===== src/rtl/spi_cmd_if.sv =====
// Signal bundle between the SPI command sequencer and its environment:
// the SPI byte link (rx/tx) and the single-byte memory/register port.
interface spi_cmd_if #(
    parameter int ADDR_W = 16
);
    logic              frame;
    logic              rx_valid;
    logic [7:0]        rx_data;
    logic [7:0]        tx_data;
    logic              tx_valid;
    logic              tx_ready;
    logic              mem_req;
    logic              mem_we;
    logic [ADDR_W-1:0] mem_addr;
    logic [7:0]        mem_wdata;
    logic              mem_ack;
    logic [7:0]        mem_rdata;
    logic              busy;

    // Sequencer side.
    modport master (
        input  frame, rx_valid, rx_data, tx_ready, mem_ack, mem_rdata,
        output tx_data, tx_valid, mem_req, mem_we, mem_addr, mem_wdata, busy
    );

    // SPI link / memory side.
    modport slave (
        output frame, rx_valid, rx_data, tx_ready, mem_ack, mem_rdata,
        input  tx_data, tx_valid, mem_req, mem_we, mem_addr, mem_wdata, busy
    );
endinterface


===== src/rtl/spi_cmd_ctrl.sv =====
// SPI command sequencer: turns each chip-select frame (cmd, addr, data)
// into single-byte memory reads/writes, paces read data into the SPI
// transmitter and keeps sticky overrun / bad-command flags.
//
// state      | meaning
// -----------+------------------------------------------------------------
// S_IDLE     | no frame in progress; first byte of a frame is the command
// S_ADDR_HI  | waiting for the address high byte
// S_ADDR_LO  | waiting for the address low byte
// S_WR_DATA  | waiting for the next write data byte
// S_WR_MEM   | write request outstanding
// S_RD_FETCH | read request outstanding
// S_RD_SEND  | read byte offered to the transmitter
// S_ST_SEND  | status byte offered to the transmitter
// S_DRAIN    | rest of the frame ignored until chip-select drops
// S_FLUSH    | frame ended with a request outstanding; wait for the ack
module spi_cmd_ctrl #(
    parameter int ADDR_W = 16
) (
    input  logic      clk_i,
    input  logic      reset_i,
    spi_cmd_if.master bus
);
    localparam logic [7:0] CMD_WRITE  = 8'h01;
    localparam logic [7:0] CMD_READ   = 8'h02;
    localparam logic [7:0] CMD_STATUS = 8'h05;

    typedef enum logic [3:0] {
        S_IDLE,
        S_ADDR_HI,
        S_ADDR_LO,
        S_WR_DATA,
        S_WR_MEM,
        S_RD_FETCH,
        S_RD_SEND,
        S_ST_SEND,
        S_DRAIN,
        S_FLUSH
    } state_t;

    state_t            state_q, state_d;
    logic              is_read_q, is_read_d;
    logic [ADDR_W-1:0] addr_q, addr_d;
    logic [7:0]        wdata_q, wdata_d;
    logic [7:0]        tx_data_q, tx_data_d;
    logic              tx_valid_q, tx_valid_d;
    logic              req_q, req_d;
    logic              we_q, we_d;
    logic              busy_q, busy_d;
    logic              overrun_q, overrun_d;
    logic              bad_cmd_q, bad_cmd_d;

    logic              tx_xfer;
    logic              ack_done;
    logic [ADDR_W-1:0] addr_inc;

    assign tx_xfer  = tx_valid_q & bus.tx_ready;
    assign ack_done = req_q & bus.mem_ack;
    assign addr_inc = addr_q + ADDR_W'(1);

    // Next-state, output and flag logic.
    always_comb begin
        state_d    = state_q;
        is_read_d  = is_read_q;
        addr_d     = addr_q;
        wdata_d    = wdata_q;
        tx_data_d  = tx_data_q;
        tx_valid_d = tx_valid_q;
        req_d      = req_q;
        we_d       = we_q;
        overrun_d  = overrun_q;
        bad_cmd_d  = bad_cmd_q;

        // Reading the status clears the flags; any set below overrides this.
        if (state_q == S_ST_SEND && tx_xfer) begin
            overrun_d = 1'b0;
            bad_cmd_d = 1'b0;
        end

        if (state_q != S_IDLE && !bus.frame) begin
            // Frame over: finish an outstanding access first, drop any read data.
            tx_valid_d = 1'b0;
            if (req_q && !bus.mem_ack) begin
                state_d = S_FLUSH;
            end else begin
                state_d = S_IDLE;
                req_d   = 1'b0;
                we_d    = 1'b0;
                if (ack_done) begin
                    addr_d = addr_inc;
                end
            end
        end else begin
            case (state_q)
                S_IDLE: begin
                    if (bus.frame && bus.rx_valid) begin
                        case (bus.rx_data)
                            CMD_WRITE: begin
                                is_read_d = 1'b0;
                                state_d   = S_ADDR_HI;
                            end
                            CMD_READ: begin
                                is_read_d = 1'b1;
                                state_d   = S_ADDR_HI;
                            end
                            CMD_STATUS: begin
                                tx_data_d  = {overrun_q, bad_cmd_q, 6'b0};
                                tx_valid_d = 1'b1;
                                state_d    = S_ST_SEND;
                            end
                            default: begin
                                bad_cmd_d = 1'b1;
                                state_d   = S_DRAIN;
                            end
                        endcase
                    end
                end
                S_ADDR_HI: begin
                    if (bus.rx_valid) begin
                        addr_d[ADDR_W-1:8] = bus.rx_data[ADDR_W-9:0];
                        state_d            = S_ADDR_LO;
                    end
                end
                S_ADDR_LO: begin
                    if (bus.rx_valid) begin
                        addr_d[7:0] = bus.rx_data;
                        if (is_read_q) begin
                            req_d   = 1'b1;
                            we_d    = 1'b0;
                            state_d = S_RD_FETCH;
                        end else begin
                            state_d = S_WR_DATA;
                        end
                    end
                end
                S_WR_DATA: begin
                    if (bus.rx_valid) begin
                        wdata_d = bus.rx_data;
                        req_d   = 1'b1;
                        we_d    = 1'b1;
                        state_d = S_WR_MEM;
                    end
                end
                S_WR_MEM: begin
                    if (bus.rx_valid) begin
                        overrun_d = 1'b1;
                    end
                    if (bus.mem_ack) begin
                        req_d   = 1'b0;
                        we_d    = 1'b0;
                        addr_d  = addr_inc;
                        state_d = S_WR_DATA;
                    end
                end
                S_RD_FETCH: begin
                    if (bus.mem_ack) begin
                        tx_data_d  = bus.mem_rdata;
                        tx_valid_d = 1'b1;
                        req_d      = 1'b0;
                        addr_d     = addr_inc;
                        state_d    = S_RD_SEND;
                    end
                end
                S_RD_SEND: begin
                    if (tx_xfer) begin
                        tx_valid_d = 1'b0;
                        req_d      = 1'b1;
                        we_d       = 1'b0;
                        state_d    = S_RD_FETCH;
                    end
                end
                S_ST_SEND: begin
                    if (tx_xfer) begin
                        tx_valid_d = 1'b0;
                        state_d    = S_DRAIN;
                    end
                end
                S_DRAIN: begin
                    tx_valid_d = 1'b0;
                end
                S_FLUSH: begin
                    if (bus.mem_ack) begin
                        req_d   = 1'b0;
                        we_d    = 1'b0;
                        addr_d  = addr_inc;
                        state_d = S_IDLE;
                    end
                end
                default: begin
                    state_d = S_IDLE;
                    req_d   = 1'b0;
                    we_d    = 1'b0;
                end
            endcase
        end

        busy_d = (state_d != S_IDLE);
    end

    // State and registered outputs; reset abandons any outstanding request.
    always_ff @(posedge clk_i) begin
        if (reset_i) begin
            state_q    <= S_IDLE;
            is_read_q  <= 1'b0;
            addr_q     <= '0;
            wdata_q    <= 8'h00;
            tx_data_q  <= 8'h00;
            tx_valid_q <= 1'b0;
            req_q      <= 1'b0;
            we_q       <= 1'b0;
            busy_q     <= 1'b0;
            overrun_q  <= 1'b0;
            bad_cmd_q  <= 1'b0;
        end else begin
            state_q    <= state_d;
            is_read_q  <= is_read_d;
            addr_q     <= addr_d;
            wdata_q    <= wdata_d;
            tx_data_q  <= tx_data_d;
            tx_valid_q <= tx_valid_d;
            req_q      <= req_d;
            we_q       <= we_d;
            busy_q     <= busy_d;
            overrun_q  <= overrun_d;
            bad_cmd_q  <= bad_cmd_d;
        end
    end

    assign bus.tx_data   = tx_data_q;
    assign bus.tx_valid  = tx_valid_q;
    assign bus.mem_req   = req_q;
    assign bus.mem_we    = we_q;
    assign bus.mem_addr  = addr_q;
    assign bus.mem_wdata = wdata_q;
    assign bus.busy      = busy_q;
endmodule


===== src/flat_wrapper.sv =====
// flat-port wrapper written by rule: the top's interface ports become plain ports
module spi_cmd_ctrl_flat 
#(
    parameter int ADDR_W = 16
)
  (clk_i, reset_i, bus_frame, bus_rx_valid, bus_rx_data, bus_tx_ready, bus_mem_ack, bus_mem_rdata, bus_tx_data, bus_tx_valid, bus_mem_req, bus_mem_we, bus_mem_addr, bus_mem_wdata, bus_busy);
  spi_cmd_if #(.ADDR_W(ADDR_W)) bus_i ();
  input  logic clk_i;
  input  logic reset_i;
  input wire logic [$bits(bus_i.frame)-1:0] bus_frame;
  input wire logic [$bits(bus_i.rx_valid)-1:0] bus_rx_valid;
  input wire logic [$bits(bus_i.rx_data)-1:0] bus_rx_data;
  input wire logic [$bits(bus_i.tx_ready)-1:0] bus_tx_ready;
  input wire logic [$bits(bus_i.mem_ack)-1:0] bus_mem_ack;
  input wire logic [$bits(bus_i.mem_rdata)-1:0] bus_mem_rdata;
  output wire logic [$bits(bus_i.tx_data)-1:0] bus_tx_data;
  output wire logic [$bits(bus_i.tx_valid)-1:0] bus_tx_valid;
  output wire logic [$bits(bus_i.mem_req)-1:0] bus_mem_req;
  output wire logic [$bits(bus_i.mem_we)-1:0] bus_mem_we;
  output wire logic [$bits(bus_i.mem_addr)-1:0] bus_mem_addr;
  output wire logic [$bits(bus_i.mem_wdata)-1:0] bus_mem_wdata;
  output wire logic [$bits(bus_i.busy)-1:0] bus_busy;
  assign bus_i.frame = bus_frame;
  assign bus_i.rx_valid = bus_rx_valid;
  assign bus_i.rx_data = bus_rx_data;
  assign bus_i.tx_ready = bus_tx_ready;
  assign bus_i.mem_ack = bus_mem_ack;
  assign bus_i.mem_rdata = bus_mem_rdata;
  assign bus_tx_data = bus_i.tx_data;
  assign bus_tx_valid = bus_i.tx_valid;
  assign bus_mem_req = bus_i.mem_req;
  assign bus_mem_we = bus_i.mem_we;
  assign bus_mem_addr = bus_i.mem_addr;
  assign bus_mem_wdata = bus_i.mem_wdata;
  assign bus_busy = bus_i.busy;
  spi_cmd_ctrl #(.ADDR_W(ADDR_W)) u_core (.clk_i(clk_i), .reset_i(reset_i), .bus(bus_i));
endmodule

===== config.mk =====
export PLATFORM = sky130hd
export DESIGN_NAME = spi_cmd_ctrl_flat
export DESIGN_NICKNAME = d
export VERILOG_FILES = /design/src/rtl/spi_cmd_if.sv /design/src/rtl/spi_cmd_ctrl.sv /design/src/flat_wrapper.sv
export SDC_FILE = /design/constraint.sdc
export NUM_CORES = 1
export LEC_CHECK = 0
export BUFFER_PORTS_ARGS = -buffer_cell sky130_fd_sc_hd__clkbuf_2
export CAP_MARGIN = 10
export CELL_PAD_IN_SITES_DETAIL_PLACEMENT = 0
export CELL_PAD_IN_SITES_GLOBAL_PLACEMENT = 2
export CORE_ASPECT_RATIO = 0.9
export CORE_MARGIN = 2
export CORE_UTILIZATION = 34
export DETAILED_ROUTE_END_ITERATION = 10
export PLACE_DENSITY = 0.94
export SLEW_MARGIN = 20
export SYNTH_ARGS = -nofsm -noshare
export SYNTH_HDL_FRONTEND = slang
export SYNTH_SLANG_ARGS = --single-unit

===== constraint.sdc =====
create_clock -name clk_i -period 4.05 [get_ports clk_i]
set_input_delay 0.405 -clock clk_i [delete_from_list [all_inputs] [get_ports clk_i]]
set_output_delay 0.405 -clock clk_i [all_outputs]
set_load 0.02 [all_outputs]

# After elaboration in Yosys (flattened, before gate mapping)
# Index checks and enable logic that the tools add are counted.
word_totals:
  regBits: 43
  latchBits: 0
  ram_bits: 0
  rom_bits: 0
  inputBits: 22
  output_inout_bits: 36
  word_cells: 125
  memories: 0
op_classes:
  add_sub_neg: 1
  multipliers: 0
  div_mod_pow: 0
  magnitude_cmp: 0
  n_eq_ne: 27
  shift: 0
  mux: 52
  bitwise: 3
  reduce_logical: 30
ops:
  columns: ["operator", "n"]
  rows:
  - ["16-bit 2-to-1 mux", 4]
  - ["8-bit one-hot mux with 2 select lines", 3]
  - ["4-bit 2-to-1 mux", 11]
  - ["4-bit one-hot mux with 10 select lines", 1]
  - ["8-bit 2-to-1 mux", 4]
  - ["1-bit 2-to-1 mux", 23]
  - ["5-bit AND reduction", 4]
  - ["16-bit by 1-bit adder with 16-bit output (second input constant)", 1]
  - ["4-bit by 3-bit equality test with 1-bit output (second input constant)", 4]
  - ["7-bit AND reduction", 2]
  - ["2-bit by 1-bit inequality test with 1-bit output (second input constant)", 6]
  - ["3-bit by 1-bit inequality test with 1-bit output (second input constant)", 4]
  - ["4-bit nonzero test", 3]
  - ["1-bit one-hot mux with 5 select lines", 2]
  - ["3-bit by 2-bit inequality test with 1-bit output (second input constant)", 3]
  - ["4-bit by 2-bit equality test with 1-bit output (second input constant)", 2]
  - ["4-bit equality test (second input constant)", 2]
  - ["8-bit by 1-bit equality test with 1-bit output (second input constant)", 1]
  - ["8-bit by 2-bit equality test with 1-bit output (second input constant)", 1]
  - ["8-bit by 3-bit equality test with 1-bit output (second input constant)", 1]
  - ["4-bit one-hot mux with 2 select lines", 1]
  - ["2-bit OR reduction", 4]
  - ["3-bit nonzero test", 2]
  - ["3-bit OR reduction", 2]
  - ["15 further kinds", 22]

# Longest topological paths before layout
depth:
  word_depth: 7
  depth_mapped: 8
  mapped_depth_nobuf: 6

# Worst setup path before layout
# No wires, ideal clock.
synth_path:
  path_type: "input port to flip-flop"
  startpoint: "input port bus_rx_data[3]"
  endpoint: "register u_core.busy_q, in the netlist u_core.bus.busy"
  setup_ns: 0.134
  arrival_time_ns: 1.785
  required_ns: 3.916
  slack_ns: 2.131
  stages: 5
  n_path_buf: 0
  path_cell_list: "or4_4 -> nor2_1 -> a211o_1 -> a41oi_2 -> or4_1"
synth_between:
  elab_chain_len: 7
  elab_cells_between_ends: 9
  classes_between: "3 x eq/ne; 4 x mux; 2 x reduce/logical"
synth_rtl:
  columns: ["element", "line", "text"]
  rows:
  - ["start, declared", "flat_wrapper.sv:12", "input wire logic [$bits(bus_i.rx_data)-1:0] bus_rx_data;"]
  - ["8-bit by 1-bit equality test with 1-bit output or 8-bit by 2-bit equality test with 1-bit output (tied branches)", "spi_cmd_ctrl.sv:97", "case (bus.rx_data)"]
  - ["2-bit OR reduction (no source line)", null, null]
  - ["4-bit one-hot mux with 2 select lines (*)", "spi_cmd_ctrl.sv:97", null]
  - ["4-bit 2-to-1 mux (*)", "spi_cmd_ctrl.sv:96", "if (bus.frame && bus.rx_valid) begin"]
  - ["4-bit one-hot mux with 10 select lines (*)", "spi_cmd_ctrl.sv:94", "case (state_q)"]
  - ["4-bit 2-to-1 mux (*)", "spi_cmd_ctrl.sv:80", "if (state_q != S_IDLE && !bus.frame) begin"]
  - ["4-bit nonzero test (*)", "spi_cmd_ctrl.sv:197", "busy_d = (state_d != S_IDLE);"]
  - ["end signal, assigned", "spi_cmd_ctrl.sv:223", "busy_q <= busy_d;"]
  - ["end, declared", "spi_cmd_ctrl.sv:49", "logic busy_q, busy_d;"]
# Every way passes the cells marked *; elsewhere a longest branch is shown, timed or not.
# A chain may end at the register's enable or synchronous reset.

# Worst setup path in the final report
layout_path:
  startpoint: "register u_core.state_q[2]"
  endpoint: "register u_core.addr_q[11], in the netlist u_core.bus.mem_addr[11]"
layout_between:
  elab_chain_len: 4
  elab_cells_between_ends: 15
  classes_between: "8 x eq/ne; 2 x mux; 5 x reduce/logical"
layout_rtl:
  columns: ["element", "line", "text"]
  rows:
  - ["start, declared", "spi_cmd_ctrl.sv:41", "state_t state_q, state_d;"]
  - ["start signal, assigned", "spi_cmd_ctrl.sv:215", "state_q <= state_d;"]
  - ["4-bit by 3-bit equality test with 1-bit output (tied with other cells)", "spi_cmd_ctrl.sv:94", null]
  - ["3-bit OR reduction (no source line) or 1-bit logical AND (tied branches)", null, null]
  - ["3-bit by 1-bit inequality test with 1-bit output (no source line) (tied with other cells)", null, null]
  - ["5-bit AND reduction (no source line) or 16-bit 2-to-1 mux (tied branches)", null, null]
  - ["end signal, assigned", "spi_cmd_ctrl.sv:217", "addr_q <= addr_d;"]
  - ["end, declared", "spi_cmd_ctrl.sv:43", "logic [ADDR_W-1:0] addr_q, addr_d;"]
# Parallel ways exist; a longest one is shown, timed or not.

==> flow_results.org <==
** Finish
- Storage cell area :: 861 sq um
- Final instance area :: 0.00308 sq mm
- After the last flow step, the layout net total stands at 396.
- In the final layout, the multi-input gates occupy 0.00166 sq mm.
- Antenna cell count :: 0
- Share of the core filled with cells in the final layout :: 40.6%
- Area Overhead vs Synth :: 14.6%
- The count of cells in the finished layout, fillers not included, comes to 470.
- Filler cells :: 794
- Proportion of layout cells with a drive suffix above 1 :: 23.0%

** Worst hold path
- The startpoint identified for the worst hold timing path is bus_mem_rdata[4].
- Worst hold endpoint :: u_core.bus.tx_data[4]$_SDFFE_PP0P_
- Number of instances on the worst hold path :: 3
- The path class of the tightest hold or removal check is input port to register.

** Floorplan
- The floorplan step defined a die boundary enclosing 0.00862 sq mm.
- The region available for standard cell placement spans 0.00758 sq mm.
- Site row count :: 30
- Effective utilization at floorplan :: 35.4%
- Chip Height :: 88.3 microns
- For this design the top-level I/O count stands at 58.
- Width of the die :: 97.7 microns

** Clocking
- TritonCTS built the clock tree.
- The clock passes through at most 2 buffers.
- Root cell of the clock tree :: sky130_fd_sc_hd__clkbuf_8
- Sinks on Clock Net :: 43
- Num CTS Buffers :: 5
- Clock-pin slew on the worst setup and hold paths :: 80 ps
- Post-CTS repair changed the size of 0 cells.
- Clock H-tree levels :: 2
- For the worst-skew pair, the clock arrives at the later sink with an insertion delay of 300 ps.
- Post-CTS Repair Setup Buffers :: 0
- Hold_buf cts :: 0

** Worst setup path
- Count of cells along the worst register-to-register path :: 5
- STA puts the critical path data arrival time at 2610 ps.
- Worst flop-to-flop path endpoint :: u_core.bus.mem_addr[11]$_SDFFE_PP0P_
- In this run the critical register-to-register path is launched from u_core.state_q[2]$_SDFF_PP0_.
- The worst setup path is captured at a register.
- Cell with the largest stage delay on the worst path :: sky130_fd_sc_hd__dfxtp_1
- Across all register-to-register paths, the minimum setup slack is 1630 ps.
- STA classifies the critical path startpoint as a register.
- The most critical setup path has its startpoint at u_core.state_q[2]$_SDFF_PP0_.
- In this design, the stage delay of the slowest critical-path cell is 550 ps.
- In this run the worst path has a maximum fanout of 22.
- Data on the critical path is required at its endpoint by 4240 ps.
- Walking the worst path, the cells encountered are nor4_1, nor2_1, a21o_1, or2_2, o221a_2.
- Crit Path Class :: register to register

** Yosys
- Seq/Total Area, Yosys :: 32.1%
- Synth top cells by count :: sky130_fd_sc_hd__dfxtp_1 (43), sky130_fd_sc_hd__nand2_1 (29), sky130_fd_sc_hd__nor2_1 (25)
- Async SR Flop Fraction :: 0%
- Most frequent cell after synthesis :: sky130_fd_sc_hd__dfxtp_1
- Top cells by area, synth :: sky130_fd_sc_hd__dfxtp_1 (32%), sky130_fd_sc_hd__mux2i_1 (4.5%), sky130_fd_sc_hd__nand2_1 (4.1%)
- In the synthesized netlist, the number of instances is 329.
- When the netlist entered floorplanning its net count stood at 352.
- The synthesized netlist occupies a cell area of 0.00268 sq mm.
- Distinct cell type count after synthesis :: 60
- For this run, the number of Yosys warnings is 0.
- In this run, synthesis inferred 0 flip-flops with an integrated enable.
- Post-synthesis sequential element count :: 43
- After synthesis, the largest area contributor takes up 32.1% of total cell area.
- Cell type contributing the most total cell area after synthesis :: sky130_fd_sc_hd__dfxtp_1
- Synth Flop Type :: sky130_fd_sc_hd__dfxtp_1
- Averaged over all synthesized cells, the footprint is 8.16 sq um.

** STA
- Max Clock Skew :: 9.31 ps
- The worst path in the final design needs a cycle of 2420 ps, including I/O delays and setup.
- The worst path uses 59.8% of the clock period.
- Fin worst setup slack :: 1630 ps
- Adding up every negative setup slack in the final design gives 0 ps.
- Total of endpoints with negative setup slack in the final report :: 0
- Number of hold-slack violations in the final timing report :: 0
- For the pin with the worst max-slew slack, the measured transition is 729 ps.
- In this run the tightest slew margin relative to its limit is 51.3%.
- Setup repair after global routing left no endpoint under its margin.
- Max Transition Viols Final :: 0
- Static timing analysis puts the maximum clock frequency at 413 MHz.

** Pwr
- In this run the power density over the cells is 322 mW/mm^2.
- Peak supply drop :: 0.145 mV
- Static leakage :: 1.18 nW

** Status
- The run finished with clean final reports.

** Routing
- Total iterations of the first detailed-routing run :: 5
- After detailed routing, the number of remaining DRC violations is 0.
- Via-to-Cell Ratio :: 5.99
- The first routing iteration left 289 violations.
- The routed design has 7.92 mm of wire.
- Total via count after detailed routing :: 2,816
- The detail route stage leaves a number of antenna-violating nets equal to 0.
- In the final routed layout, each cell accounts on average for 16.9 microns.

** Place
- The wire-length estimate of the detail-placed layout is 5.77 mm.
- Port-buffer cells :: 57
- Routability-driven placement finished with a final weighted congestion of 0.867.
- Before CTS, the worst setup slack after placement is 1650 ps.
- Placed Cells incl. Taps :: 462
- Placed inst area :: 0.00299 sq mm

** GRT
- Wire length of the first global-routing pass :: 13.2 mm
- Global routing used 18.6% of the available tracks.
- Via count of the first global-routing pass :: 2,600
- Maximum number of pins on one net before global-route repair :: 36
- GR Overflow Total :: 0
- The initial antenna violation count was 0.

** Job
- Across the run, the number of max-cap violations was 0.
==> cells by family after synthesis <==
| family | after synthesis | synth area share (%) |
|---|---|---|
| mux | 12 | 4.48 |
| simple gates | 125 | 24.8 |
| compound gates | 114 | 32.1 |
| flops | 43 | 32.1 |
| buf+inv | 34 | 6.06 |
| fa+ha+maj | 1 | 0.466 |
==> power breakdown <==
part,switching [mW],leakage (nW),internal (mW)
logic,0.154,0.790,0.0901
registers,0.0354,0.348,0.445
clock network,0.145,0.0422,0.121
total,0.335,1.18,0.656
==> through the flow <==
stage | total power [mW] | hold slack, ps
4_1_cts | 0.999 | 363
3_3_place_gp | 0.732 | 459
2_1_floorplan | 0.657 | 436
3_5_place_dp | 0.730 | 456
6_report | 0.991 | 373
5_1_grt | 1.05 | 373
==> how the worst max path moves through the flow <==
stage,endpoint,slack (ps)
after floorplan,u_core.bus.busy$_SDFF_PP0_,2130
after global placement,u_core.bus.mem_addr[5]$_SDFFE_PP0P_,1670
after detailed placement,u_core.bus.mem_addr[5]$_SDFFE_PP0P_,1650
after CTS,u_core.bus.tx_valid$_SDFFE_PP0P_,1650
after global routing,u_core.bus.mem_addr[8]$_SDFFE_PP0P_,1430
final,u_core.bus.mem_addr[11]$_SDFFE_PP0P_,1630
==> layout by cell type (no fill, tap or decap), types with 2 or more instances in the layout <==
cell | Yosys | routed
sky130_fd_sc_hd__and2_1 | 2 | 2
sky130_fd_sc_hd__a21o_1 | 3 | 3
sky130_fd_sc_hd__and3b_1 | 2 | 2
sky130_fd_sc_hd__clkbuf_2 | 0 | 57
sky130_fd_sc_hd__and3_1 | 5 | 5
sky130_fd_sc_hd__nor2b_1 | 4 | 4
sky130_fd_sc_hd__o31ai_1 | 3 | 3
sky130_fd_sc_hd__a21oi_2 | 2 | 2
sky130_fd_sc_hd__nand4_1 | 12 | 12
sky130_fd_sc_hd__a21oi_1 | 20 | 20
sky130_fd_sc_hd__o311ai_0 | 3 | 3
sky130_fd_sc_hd__o211ai_1 | 2 | 2
sky130_fd_sc_hd__clkbuf_1 | 8 | 2
sky130_fd_sc_hd__mux2i_1 | 12 | 12
sky130_fd_sc_hd__o31a_1 | 8 | 8
sky130_fd_sc_hd__buf_4 | 1 | 4
sky130_fd_sc_hd__clkbuf_8 | 0 | 5
sky130_fd_sc_hd__a22oi_1 | 2 | 2
sky130_fd_sc_hd__a311oi_2 | 2 | 2
sky130_fd_sc_hd__dfxtp_1 | 43 | 43
sky130_fd_sc_hd__a32oi_1 | 3 | 3
sky130_fd_sc_hd__a21boi_0 | 2 | 2
sky130_fd_sc_hd__nand3_1 | 15 | 15
sky130_fd_sc_hd__a31oi_1 | 11 | 11
sky130_fd_sc_hd__nand2b_1 | 6 | 6
sky130_fd_sc_hd__o21ai_0 | 14 | 14
sky130_fd_sc_hd__nor2_1 | 25 | 25
sky130_fd_sc_hd__nand2_1 | 29 | 29
sky130_fd_sc_hd__inv_1 | 10 | 10
sky130_fd_sc_hd__o221a_2 | 3 | 3
sky130_fd_sc_hd__or4_4 | 2 | 2
sky130_fd_sc_hd__nand3b_1 | 4 | 4
sky130_fd_sc_hd__a211oi_1 | 11 | 11
sky130_fd_sc_hd__nor3_1 | 11 | 11
sky130_fd_sc_hd__o32ai_1 | 9 | 9
==> area by class of cell <==
| class | instances | area share, % |
|---|---|---|
| clock buffers | 7 | 2.48 |
| clock inverters | 1 | 0.163 |
| inverters | 10 | 1.22 |
| multi-input cells | 252 | 54.0 |
| flip-flops and latches | 43 | 28.0 |
| well taps | 96 | 3.91 |
| repair buffers | 61 | 10.3 |
==> state kept, by name, summed over array words and instances, names as in the netlist <==
register	flops
u_core.bus.mem_wdata	8
u_core.bad_cmd_q	1
u_core.bus.mem_req	1
u_core.is_read_q	1
u_core.bus.busy	1
u_core.bus.tx_data	8
u_core.overrun_q	1
u_core.state_q	4
u_core.bus.tx_valid	1
u_core.bus.mem_addr	16
u_core.bus.mem_we	1
==> routing by layer <==
layer	track usage [%]	part of all wire [%]	routed length [microns]
met5	0	0	0
met4	5.05	1.2	94
met3	3.55	7.2	572
met2	27.5	42	3320
met1	27.9	50	3930
==> critical path: cells and delay by family, from the launching register on <==
family          cells  cell delay [ps]
simple gates        3             1070
compound gates      2              690
flops               1              550
Note: power is estimated with default switching activity, not from simulation.
